--- src/rtl/fp_div_seq.sv ---
// fp_div_seq: sequential IEEE754 single divider, radix-2 restoring, one quotient bit per clock.
// Optional status flags {invalid, divzero, overflow, underflow} when FP_DIV_FLAGS_EN is defined.
module fp_div_seq #(
  parameter int          QBITS       = 26,
  parameter logic [31:0] NAN_PATTERN = 32'h7FFFFFFF
) (
  input  logic        clk,
  input  logic        rst_n,
  input  logic        start,
  input  logic [31:0] in1,
  input  logic [31:0] in2,
  output logic        busy,
  output logic        done,
`ifdef FP_DIV_FLAGS_EN
  output logic [3:0]  flags,
`endif
  output logic [31:0] result
);
  typedef enum logic [2:0] {IDLE, SPEC, DIV, NORM, DONE} state_t;
  state_t             state_q, state_d;
  logic               busy_q, busy_d, done_q, done_d, sign_q, sign_d;
  logic        [31:0] result_q, result_d, pend_q, pend_d, a_q, a_d, b_q, b_d;
  logic        [24:0] rem_q, rem_d, diff, rsel;
  logic        [23:0] dvs_q, dvs_d;
  logic        [25:0] q_q, q_d;
  logic signed [9:0]  exp_q, exp_d, en;
  logic        [4:0]  cnt_q, cnt_d;
  logic        [22:0] frac;
  logic               ge, nan_s, inf_s, dz_s, ovf, unf;
  function automatic logic is_nan(input logic [31:0] x);
    return x[30:23] == 8'hFF && x[22:0] != 23'h0;
  endfunction
  function automatic logic is_inf(input logic [31:0] x);
    return x[30:23] == 8'hFF && x[22:0] == 23'h0;
  endfunction
  function automatic logic is_zero(input logic [31:0] x);
    return x[30:23] == 8'h00;
  endfunction
  function automatic logic is_spec(input logic [31:0] x);
    return x[30:23] == 8'hFF || x[30:23] == 8'h00;
  endfunction
  assign nan_s = is_nan(a_q) || is_nan(b_q) || (is_zero(a_q) && is_zero(b_q)) || (is_inf(a_q) && is_inf(b_q));
  assign inf_s = is_inf(a_q) || is_zero(b_q);
  assign dz_s  = !is_spec(a_q) && is_zero(b_q);
  assign diff  = rem_q - {1'b0, dvs_q};
  assign ge    = rem_q >= {1'b0, dvs_q};
  assign rsel  = ge ? diff : rem_q;
  // q[25] carries weight 2^0; a clear top bit means the quotient lies in [0.5,1)
  assign en    = q_q[25] ? exp_q : exp_q - 10'sd1;
  assign frac  = q_q[25] ? q_q[24:2] : q_q[23:1];
  assign ovf   = en >= 10'sd255;
  assign unf   = en <= 10'sd0;
  always_comb begin
    state_d  = state_q;
    busy_d   = busy_q;
    done_d   = 1'b0;
    result_d = result_q;
    pend_d   = pend_q;
    a_d      = a_q;
    b_d      = b_q;
    sign_d   = sign_q;
    rem_d    = rem_q;
    dvs_d    = dvs_q;
    q_d      = q_q;
    exp_d    = exp_q;
    cnt_d    = cnt_q;
    case (state_q)
      IDLE: if (start) begin
        busy_d  = 1'b1;
        a_d     = in1;
        b_d     = in2;
        sign_d  = in1[31] ^ in2[31];
        rem_d   = {2'b01, in1[22:0]};
        dvs_d   = {1'b1, in2[22:0]};
        exp_d   = $signed({2'b00, in1[30:23]}) - $signed({2'b00, in2[30:23]}) + 10'sd127;
        cnt_d   = 5'd0;
        q_d     = 26'd0;
        state_d = (is_spec(in1) || is_spec(in2)) ? SPEC : DIV;
      end
      SPEC: begin
        pend_d  = nan_s ? NAN_PATTERN : inf_s ? {sign_q, 31'h7F800000} : 32'h0;
        state_d = DONE;
      end
      DIV: begin
        rem_d   = rsel << 1;
        q_d     = {q_q[24:0], ge};
        cnt_d   = cnt_q + 5'd1;
        state_d = (cnt_q == 5'(QBITS - 1)) ? NORM : DIV;
      end
      NORM: begin
        pend_d  = ovf ? {sign_q, 31'h7F800000} : unf ? 32'h0 : {sign_q, en[7:0], frac};
        state_d = DONE;
      end
      DONE: begin
        result_d = pend_q;
        done_d   = 1'b1;
        busy_d   = 1'b0;
        state_d  = IDLE;
      end
      default: state_d = IDLE;
    endcase
  end
  always_ff @(posedge clk or negedge rst_n) begin
    if (!rst_n) begin
      state_q  <= IDLE;
      busy_q   <= 1'b0;
      done_q   <= 1'b0;
      result_q <= 32'h0;
      pend_q   <= 32'h0;
      a_q      <= 32'h0;
      b_q      <= 32'h0;
      sign_q   <= 1'b0;
      rem_q    <= 25'h0;
      dvs_q    <= 24'h0;
      q_q      <= 26'h0;
      exp_q    <= 10'sd0;
      cnt_q    <= 5'd0;
    end else begin
      state_q  <= state_d;
      busy_q   <= busy_d;
      done_q   <= done_d;
      result_q <= result_d;
      pend_q   <= pend_d;
      a_q      <= a_d;
      b_q      <= b_d;
      sign_q   <= sign_d;
      rem_q    <= rem_d;
      dvs_q    <= dvs_d;
      q_q      <= q_d;
      exp_q    <= exp_d;
      cnt_q    <= cnt_d;
    end
  end
`ifdef FP_DIV_FLAGS_EN
  logic [3:0] pflg_q, pflg_d, flg_q, flg_d;
  always_comb begin
    pflg_d = pflg_q;
    flg_d  = flg_q;
    case (state_q)
      SPEC:    pflg_d = {nan_s, dz_s && !nan_s, 2'b00};
      NORM:    pflg_d = {2'b00, ovf, unf && !ovf};
      DONE:    flg_d  = pflg_q;
      default: ;
    endcase
  end
  always_ff @(posedge clk or negedge rst_n) begin
    if (!rst_n) begin
      pflg_q <= 4'h0;
      flg_q  <= 4'h0;
    end else begin
      pflg_q <= pflg_d;
      flg_q  <= flg_d;
    end
  end
  assign flags = flg_q;
`endif
  assign busy   = busy_q;
  assign done   = done_q;
  assign result = result_q;
endmodule

--- config.mk ---
export PLATFORM = sky130hd
export DESIGN_NAME = fp_div_seq
export DESIGN_NICKNAME = d
export VERILOG_FILES = /design/src/rtl/fp_div_seq.sv
export SDC_FILE = /design/constraint.sdc
export NUM_CORES = 1
export LEC_CHECK = 0
export CORE_UTILIZATION = 58
export DETAILED_ROUTE_END_ITERATION = 7
export GPL_TIMING_DRIVEN = 0
export PLACE_DENSITY = 0.78
export SYNTH_ARGS = -nofsm -noshare
export SYNTH_HDL_FRONTEND = slang
export SYNTH_SLANG_ARGS = --single-unit
--- constraint.sdc ---
create_clock -name clk -period 4.3 [get_ports clk]
set_clock_uncertainty 0.2 [all_clocks]
set_input_delay 0.86 -clock clk [delete_from_list [all_inputs] [get_ports clk]]
set_output_delay 0.86 -clock clk [all_outputs]
set_load 0.02 [all_outputs]
==> flow_summary.toml <==
[power_and_ir_drop]
p_per_area_nw_per_um2 = 769
p_leak_nw = 5.54
total_power_mw = 9.33
ir_worst_vdd_mv = 0.622

[layout]
diodes = 0
synthToLayoutAreaGrowth_pct = 18.3
drive_above_1_share = 0.0864
nets = 1262
final_cell_mix = "199 x dfrtp_1, 178 x nand2_1, 99 x clkdlybuf4s50_1"
final_common_cell = "dfrtp_1"

[detailed_routing]
drc_errors = 0
routedWlPerCell_um = 17.6
drtIter0Drc = 643
drt-pass1-iter-count = 5
vias = 8236
postRouteWirelength_mm = 24.5
via_per_inst = 5.91
ant_nets = 0

[grt]
grt_max_degree = 104
grt_pass1_wl_mm = 40.5
grtUsageTotal = 0.286
grt_pass1_vias = 8114
grt_antenna_before_repair = 0
grt_overflow = 0

[placement]
routabilityCongestion = 0.922
place_ws_ps = 387
dp_hpwl_mm = 18.1
port_buffers = 100

[timing]
maxSlewViolCount = 0
hold_ws_ps = 257
fin_crit_ps = 3840
final-setup-viol-count = 0
worst_pin_slew_ps = 803
fin_crit_sh = 0.894
max_freq_ghz = 0.260
worst_slack_ps = 456
fin_tns_setup_ps = 0
hold_violations = 0
slew_headroom = 0.451
rsz0062_at_grt = "false"

[floorplan]
rows = 48
coreArea_um2 = 17300
die_w_um = 135
ios = 101
die_area_um2 = 18200
initial_core_util = 0.593
die_h_um = 135

[synthesis]
async_flop_share = 1.00
syn_area_per_cell_um2 = 9.89
syn_inst = 1037
yosysTopAreaCellShare = 0.485
synthesis.nets = 1142
synthFlopType = "dfrtp_1"
yosys_warnings = 0
synth_edf_count = 0
yosysTopAreaCell = "dfrtp_1"
ys_ff_latch = 199
synth_area_um2 = 10300
yosys-top-cells-area = "dfrtp_1 49%, nand2_1 6.5%, ha_1 4.4%"
synth_cell_type_count = 70
yosysSeqAreaShare = 0.485

[clock_tree]
cts.sinks = 199
cts_root_buf = "clkbuf_16"
cts_resized = 0
clockBufferDepth = 2
clk_pin_slew_ps = 70
cts_hold_buf = 0
cts_tree = "built"
tritoncts.num_buffers = 17
cts_max_level = 4
clk-insertion-delay-late_ps = 440
post_cts.repair.setup_buffers = 0

[status]
status = "finished clean"

[setup_path]
worstSetupPathType = "reg -> reg"
cp-end-kind = "register"
required_ps = 4470
worst_r2r_startpoint = "b_q[1]$_DFFE_PN0P_"
cpPeakStageDelay_ps = 780
ff2ff_setup_slack_ps = 460
path_max_fanout = 5
cp-start-kind = "register"
worst_path_max_delay_cell = "a2111oi_0"
arrival_ps = 4010
cp_cell_sequence = "inv_1 > ha_1 > nor2b_1 > o31ai_1 > a21oi_1 > a211o_1 > a21oi_1 > o21ai_0 > a2111oi_0 > o21ai_0 > a31oi_1 > a22o_1"
startpoint = "b_q[1]$_DFFE_PN0P_"

[hold_path]
hp-class = "in -> async"

[flow_run]
maxCapViolations = 0
[flip-flops by register name, summed over array words and instances, names as in the netlist]
register  count
pend_q       32
result       32
a_q          31
b_q          31
q_q          26
rem_q        25
exp_q        10
cnt_q         5
state_q       3
busy          1
done          1
dvs_q         1
sign_q        1
[Yosys cell counts (5+ instances only)]
| master | n |
|---|---|
| nand3_1 | 8 |
| a22oi_1 | 6 |
| nand2_1 | 178 |
| a221o_1 | 6 |
| a31oi_1 | 11 |
| and3_1 | 8 |
| xnor2_1 | 23 |
| dfrtp_1 | 199 |
| clkbuf_1 | 41 |
| ha_1 | 36 |
| xor2_1 | 16 |
| mux2i_1 | 31 |
| mux2_2 | 33 |
| a21oi_1 | 41 |
| a211o_1 | 5 |
| nor4_1 | 19 |
| a21o_1 | 17 |
| a211oi_1 | 5 |
| nand2b_1 | 5 |
| nor2_1 | 45 |
| o21ai_0 | 70 |
| inv_1 | 50 |
| o21a_1 | 7 |
| a22o_1 | 27 |
| nand4_1 | 15 |
| nor2_2 | 20 |
| nor3_1 | 16 |
| o22a_1 | 23 |
| nor2b_1 | 8 |
[cell type report]
type | count | area (um^2)
plain buffers | 53 | 278
multi-input cells | 733 | 4800
flip-flops and latches | 199 | 4980
inverters | 52 | 200
well taps | 225 | 282
clock buffers | 20 | 447
fillers | 1370 | 5160
repair buffers | 101 | 1030
clock inverters | 11 | 115
[through the flow]
stage | cell area, um^2 | instances | util
2_1_floorplan | 10300 | 1037 | -
3_3_place_gp | 11500 | 1362 | 0.667
3_5_place_dp | 11600 | 1363 | 0.669
4_1_cts | 12100 | 1394 | 0.702
5_1_grt | 12100 | 1394 | 0.702
6_report | 12100 | 1394 | 0.702
[per-layer routing]
metal	GRT usage	part of all wire	wire length, um
met5	0	0	0
met4	0.101	0.026	634
met3	0.0462	0.049	1200
met2	0.461	0.47	11600
met1	0.392	0.45	11100
[final timing paths]
path | endpoint | depth (start not counted)
max | rem_q[24]$_DFFE_PN0P_ | 12
min | done$_DFF_PN0_ | 1
max reg2reg | rem_q[24]$_DFFE_PN0P_ | 12
min reg2reg | a_q[14]$_DFFE_PN0P_ | 2
max in group asynchronous | exp_q[5]$_DFFE_PN0P_ | 2
min in group clk | a_q[14]$_DFFE_PN0P_ | 2
[power by group]
group | switching (mW) | internal (mW)
Clock | 0.726 | 0.826
Combinational | 2.45 | 2.01
Sequential | 0.639 | 2.68
[cell families after synthesis]
family          count (synthesis)  share of synthesized area
compound gates                250                      0.165
xor+xnor                       39                     0.0333
fa+ha+maj                      38                     0.0478
buf+inv                       105                     0.0466
flops                         199                      0.485
mux                            64                     0.0665
simple gates                  342                      0.156
[critical path, delay by kind of cell (launching register included)]
family                   cells  cell delay [ps]
adder cells (fa/ha/maj)      1              310
flip-flops                   1              410
buffers and inverters        1              100
AND/OR/NAND/NOR              1              140
AO/OA/AOI/OAI                9             2620
Note: power is estimated with default switching activity, not from simulation.
